$ cat src/rtl/wb_sequencer.sv
// Write-back sequencer: accepts one decoded instruction at a time, waits for
// load data when needed and issues a single register-file write per instruction.
module wb_sequencer #(
    parameter int unsigned LOAD_TIMEOUT = 16
) (
    input  logic       clk,
    input  logic       rst,
    input  logic       instr_valid,
    output logic       instr_ready,
    input  logic [6:0] opcode,
    input  logic [4:0] rd,
    input  logic       mem_ready,
    output logic [1:0] wb_sel,
    output logic       reg_write,
    output logic [4:0] rd_out,
    output logic       stall,
    output logic       err
);

    typedef enum logic [1:0] {IDLE, EXEC, LOAD_WAIT, WB} state_t;
    typedef enum logic [2:0] {C_ALU, C_LOAD, C_LINK, C_AUIPC, C_NOWB, C_ILLEGAL} cls_t;

    localparam logic [7:0] WAIT_LAST = 8'(LOAD_TIMEOUT - 1);

    state_t     state_q, state_d;
    cls_t       cls_q, cls_d, dec_cls;
    logic [1:0] sel_q, sel_d, dec_sel;
    logic [4:0] rd_q, rd_d;
    logic [7:0] cnt_q, cnt_d;
    logic       instr_ready_q, instr_ready_d;
    logic       stall_q, stall_d;
    logic       reg_write_q, reg_write_d;
    logic [1:0] wb_sel_q, wb_sel_d;
    logic [4:0] rd_out_q, rd_out_d;
    logic       err_q, err_d;

    always_comb begin
        dec_cls = C_ILLEGAL;
        dec_sel = 2'b00;
        case (opcode)
            7'b0110011, 7'b0010011, 7'b0110111: dec_cls = C_ALU;
            7'b0000011:                         dec_cls = C_LOAD;
            7'b1101111, 7'b1100111: begin
                dec_cls = C_LINK;
                dec_sel = 2'b01;
            end
            7'b0010111: begin
                dec_cls = C_AUIPC;
                dec_sel = 2'b10;
            end
            7'b0100011, 7'b1100011:             dec_cls = C_NOWB;
            default:                            dec_cls = C_ILLEGAL;
        endcase
    end

    always_comb begin
        state_d = state_q;
        cls_d   = cls_q;
        sel_d   = sel_q;
        rd_d    = rd_q;
        cnt_d   = cnt_q;
        err_d   = 1'b0;
        case (state_q)
            IDLE: begin
                if (instr_valid) begin
                    state_d = EXEC;
                    cls_d   = dec_cls;
                    sel_d   = dec_sel;
                    rd_d    = rd;
                end
            end
            EXEC: begin
                case (cls_q)
                    C_ALU, C_LINK, C_AUIPC: state_d = WB;
                    C_LOAD: begin
                        state_d = LOAD_WAIT;
                        cnt_d   = 8'd0;
                    end
                    C_ILLEGAL: begin
                        state_d = IDLE;
                        err_d   = 1'b1;
                    end
                    default: state_d = IDLE;
                endcase
            end
            LOAD_WAIT: begin
                // Data arriving on the timeout edge still wins.
                if (mem_ready) begin
                    state_d = WB;
                end else if (cnt_q == WAIT_LAST) begin
                    state_d = IDLE;
                    err_d   = 1'b1;
                end else begin
                    cnt_d = cnt_q + 8'd1;
                end
            end
            WB:      state_d = IDLE;
            default: state_d = IDLE;
        endcase

        // Outputs are registered copies of what the next state presents.
        instr_ready_d = (state_d == IDLE);
        stall_d       = (state_d != IDLE);
        wb_sel_d      = (state_d == IDLE) ? 2'b00 : sel_d;
        rd_out_d      = (state_d == IDLE) ? 5'd0 : rd_d;
        reg_write_d   = (state_d == WB) && (rd_d != 5'd0);
    end

    always_ff @(posedge clk or posedge rst) begin
        if (rst) begin
            state_q       <= IDLE;
            cls_q         <= C_NOWB;
            sel_q         <= 2'b00;
            rd_q          <= 5'd0;
            cnt_q         <= 8'd0;
            instr_ready_q <= 1'b1;
            stall_q       <= 1'b0;
            reg_write_q   <= 1'b0;
            wb_sel_q      <= 2'b00;
            rd_out_q      <= 5'd0;
            err_q         <= 1'b0;
        end else begin
            state_q       <= state_d;
            cls_q         <= cls_d;
            sel_q         <= sel_d;
            rd_q          <= rd_d;
            cnt_q         <= cnt_d;
            instr_ready_q <= instr_ready_d;
            stall_q       <= stall_d;
            reg_write_q   <= reg_write_d;
            wb_sel_q      <= wb_sel_d;
            rd_out_q      <= rd_out_d;
            err_q         <= err_d;
        end
    end

    assign instr_ready = instr_ready_q;
    assign stall       = stall_q;
    assign reg_write   = reg_write_q;
    assign wb_sel      = wb_sel_q;
    assign rd_out      = rd_out_q;
    assign err         = err_q;

endmodule

$ cat config.mk
export PLATFORM = sky130hd
export DESIGN_NAME = wb_sequencer
export DESIGN_NICKNAME = d
export VERILOG_FILES = /design/src/rtl/wb_sequencer.sv
export SDC_FILE = /design/constraint.sdc
export NUM_CORES = 1
export LEC_CHECK = 0
export BUFFER_PORTS_ARGS = -buffer_cell sky130_fd_sc_hd__buf_2
export CAP_MARGIN = 5
export CORE_MARGIN = 2
export CORE_UTILIZATION = 59
export DETAILED_ROUTE_END_ITERATION = 10
export PLACE_DENSITY = 0.89
export SYNTH_ARGS = -nofsm -noshare
export SYNTH_HDL_FRONTEND = slang
export SYNTH_SLANG_ARGS = --single-unit
$ cat constraint.sdc
create_clock -name clk -period 4.13 [get_ports clk]
set_input_delay 0.6195 -clock clk [delete_from_list [all_inputs] [get_ports clk]]
set_output_delay 0.6195 -clock clk [all_outputs]
set_load 0.01 [all_outputs]
==> impl_summary.txt <==
----------------------------------------------------
[Status]
  Outcome ... finished, final reports clean

[CTS]
  Number of setup buffers added after CTS ... 0
  CTS Buffer Depth ... 2
  CTS tree ... done
  Cells resized by post-CTS repair ... 0
  Clock Root Buffer ... sky130_fd_sc_hd__clkbuf_4
  Clock transition at the registers of the reported paths ... 0.09 ns
  Hold bufs inserted after CTS ... 0
  Clock latency reported for the late side of the worst-skew pair ... 0.34 ns
  Clock buffer count from CTS ... 5
  H-tree levels ... 2
  Clock sink count ... 31

[Job]
  Number of violations of the max-capacitance limit ... 0

[Critical path]
  Critical register-to-register path endpoint ... reg_write$_DFF_PP0_
  Reg2reg start ... state_q[0]$_DFF_PP0_
  Signal arrival time at the worst endpoint ... 2.44 ns
  Type of destination of the critical path ... register
  Data required time at the worst endpoint ... 4.36 ns
  Worst Setup Path Type ... reg -> reg
  Maximum fanout count along the critical path ... 14
  R2R depth ... 6
  Element type at the critical path start ... register
  R2r setup slk ... 1.92 ns

[Power and ir drop]
  Leakage ... 0.8552 nW
  Switching power of the nets ... 0.3935 mW
  Worst ir drop on vdd ... 424.4 uV
  Total power consumption of the routed design ... 1.055 mW
  Relative contribution of sequential cells to total power ... 0.417
  Clock Power Share ... 0.193
  Switching share of power ... 0.3731
  Comb pwr share ... 0.391
  Power density over the cells ... 577.7 nW/um^2
  P_int ... 0.6611 mW

[Placement]
  Port Buf Inserts ... 26
  Weighted congestion at the end of routability-driven global placement ... 0.8260
  HPWL after detailed placement ... 2328 um
  Instance count after placement with tap cells included ... 202
  Cell area reported after detailed placement ... 1729 sq um
  Setup slack after placement ... 1.939 ns

[STA]
  Final hold violation count ... 0
  Setup repair after global routing missed its margin ... false
  Final clock skew ... 0.006438 ns
  Tightest Pin Transition ... 0.9120 ns
  Maximum frequency from static timing analysis ... 0.4520 GHz
  Max transition margin ... 0.3920
  Max-slew violation total from the final report ... 0
  Final Hold Slack ... 0.2914 ns
  Post-Route Setup TNS ... 0 ns
  Final setup violation count ... 0
  Final worst-path cycle share ... 0.5357
  Post-layout min period ... 2.213 ns
  Minimum setup slack in the final design ... 1.917 ns

[Finish]
  Top library cells by usage in the layout, fill and taps aside ... sky130_fd_sc_hd__dfrtp_1, sky130_fd_sc_hd__buf_2, sky130_fd_sc_hd__nand2_1
  Synthesis-to-layout area growth ... 14.52%
  Proportion of layout cells with a drive suffix above 1 ... 0.2818
  Number of diodes added for antenna fixing ... 0
  Leading cell type in the layout, fill and taps excluded ... sky130_fd_sc_hd__dfrtp_1
  Number of nets in the layout ... 201
  Number of standard cells in the layout, taps in and fillers out ... 211
  Utilization after layout ... 0.7237
  Final std cell area, no fill ... 1826 sq um

[Synthesis]
  Top-area cell type share of the netlist area ... 0.4553
  Post-synth cell types ... 50
  Top flip-flop cell by instance count after synthesis ... sky130_fd_sc_hd__dfrtp_1
  Post-synthesis cell count ... 151
  Warnings, synthesis ... 0
  Async set or reset register ratio after synthesis ... 1.000
  Register area share after synthesis ... 0.4882
  Largest area contributor in the netlist ... sky130_fd_sc_hd__dfrtp_1
  EDFF count, synth ... 0
  Mapped cell area ... 1594 sq um
  Top post-synthesis cells by area ... sky130_fd_sc_hd__dfrtp_1, sky130_fd_sc_hd__mux2_2, sky130_fd_sc_hd__ha_1
  Synthesized Nets ... 172
  Mean cell area of the mapped netlist ... 10.56 sq um
  Register bit count reported by yosys ... 31

[Routing]
  DRT Wirelength ... 3175 um
  DR iter-0 viols ... 59
  First-pass iteration count of the detailed router ... 4
  Number of design rule violations left after detail routing ... 0
  DRT antenna net count ... 0
  Via-to-Cell Ratio ... 5.948
  Via Count ... 1255
  Per-cell routed wire length ... 15.05 um

[Global route]
  Overall track demand over capacity in global routing ... 0.2193
  Gr ovfl total ... 0
  Maximum number of pins on one net before global-route repair ... 32
  Vias in the first global route ... 1247
  First-pass GRT wire length ... 5326 um
  Initial antenna violation count ... 0

[Floorplanning]
  Number of ports placed on the die boundary ... 27
  Overall die width ... 55.98 um
  Initial core utilization ... 0.6319
  Number of placement rows ... 18
  Die height ... 55.98 um
  Die outline area ... 3134 sq um
  Placeable core region ... 2522 sq um

[Min path]
  Hold crit path type ... in -> async

----------------------------------------------------
## cells by family after synthesis
group                    share of synthesized area
AO/OA/AOI/OAI                               0.1947
multiplexers                               0.04866
flip-flops                                  0.4882
adder cells (fa/ha/maj)                    0.03925
buffers and inverters                      0.03925
AND/OR/NAND/NOR                             0.1900
## critical path, cell delays in order (launching register included)
cell and delay (ns):
sky130_fd_sc_hd__dfrtp_1 0.42, sky130_fd_sc_hd__inv_1 0.15, sky130_fd_sc_hd__ha_1 0.44, sky130_fd_sc_hd__inv_1 0.15, sky130_fd_sc_hd__a2111oi_2 0.35, sky130_fd_sc_hd__a311oi_2 0.19, sky130_fd_sc_hd__a2111oi_1 0.39
## final cells by class
type                            count  area, sq um
Sequential cell                    31        778.2
Multi-Input combinational cell    107        753.2
Fill cell                         175        696.9
Timing Repair Buffer               27        157.7
Clock buffer                        8        68.82
Tap cell                           30        37.54
Inverter                            8        30.03
## synth_stat cells (all sizes together) (2+ instances only)
library cell and instances:
a2111oi 2, a211oi 3, a21boi 9, a21o 2
a21oi 9, a31oi 2, and2 3, and3 4
buf 4, dfrtp 29, dfstp 2, ha 5
inv 8, mux2 6, nand2 14, nand2b 3
nand3 7, nand3b 2, nor2 7, nor2b 2
o21ai 7, o31ai 2, or4 2
## flip-flops by register name, indices dropped and copies added, names as in the netlist
signal and cells:
rd_out 5, cls_q 3, err 1, instr_ready 1, sel_q 2, reg_write 1, stall 1, cnt_q 8
wb_sel 2, state_q 2, rd_q 5
## routing by layer
layer | track usage | wire length (um) | vias up | part of all wire
met5 | 0 | 0 | - | 0
met4 | 0.08163 | 85 | 0 | 0.027
met3 | 0.07674 | 205 | 11 | 0.065
met2 | 0.3899 | 1600 | 42 | 0.50
met1 | 0.2383 | 1284 | 593 | 0.40
li1 | - | - | 609 | -
## how the worst max path moves through the flow
stage	start	slack (ns)	end
after detailed placement	state_q[0]$_DFF_PP0_	1.94	reg_write$_DFF_PP0_
after global routing	state_q[0]$_DFF_PP0_	1.66	reg_write$_DFF_PP0_
final	state_q[0]$_DFF_PP0_	1.92	reg_write$_DFF_PP0_
after global placement	state_q[0]$_DFF_PP0_	2.10	reg_write$_DFF_PP0_
after CTS	state_q[0]$_DFF_PP0_	1.92	reg_write$_DFF_PP0_
after floorplan	cnt_q[0]$_DFFE_PP0P_	2.36	reg_write$_DFF_PP0_
## power groups by stage
stage / clock network (mW) / registers (mW) / logic, mW
2_1_floorplan: 0 / 0.455 / 0.283
4_1_cts: 0.204 / 0.439 / 0.406
6_report: 0.203 / 0.439 / 0.412
3_5_place_dp: 0 / 0.446 / 0.404
5_1_grt: 0.217 / 0.447 / 0.454
3_3_place_gp: 0 / 0.436 / 0.384
(Power assumes the default switching activity.)
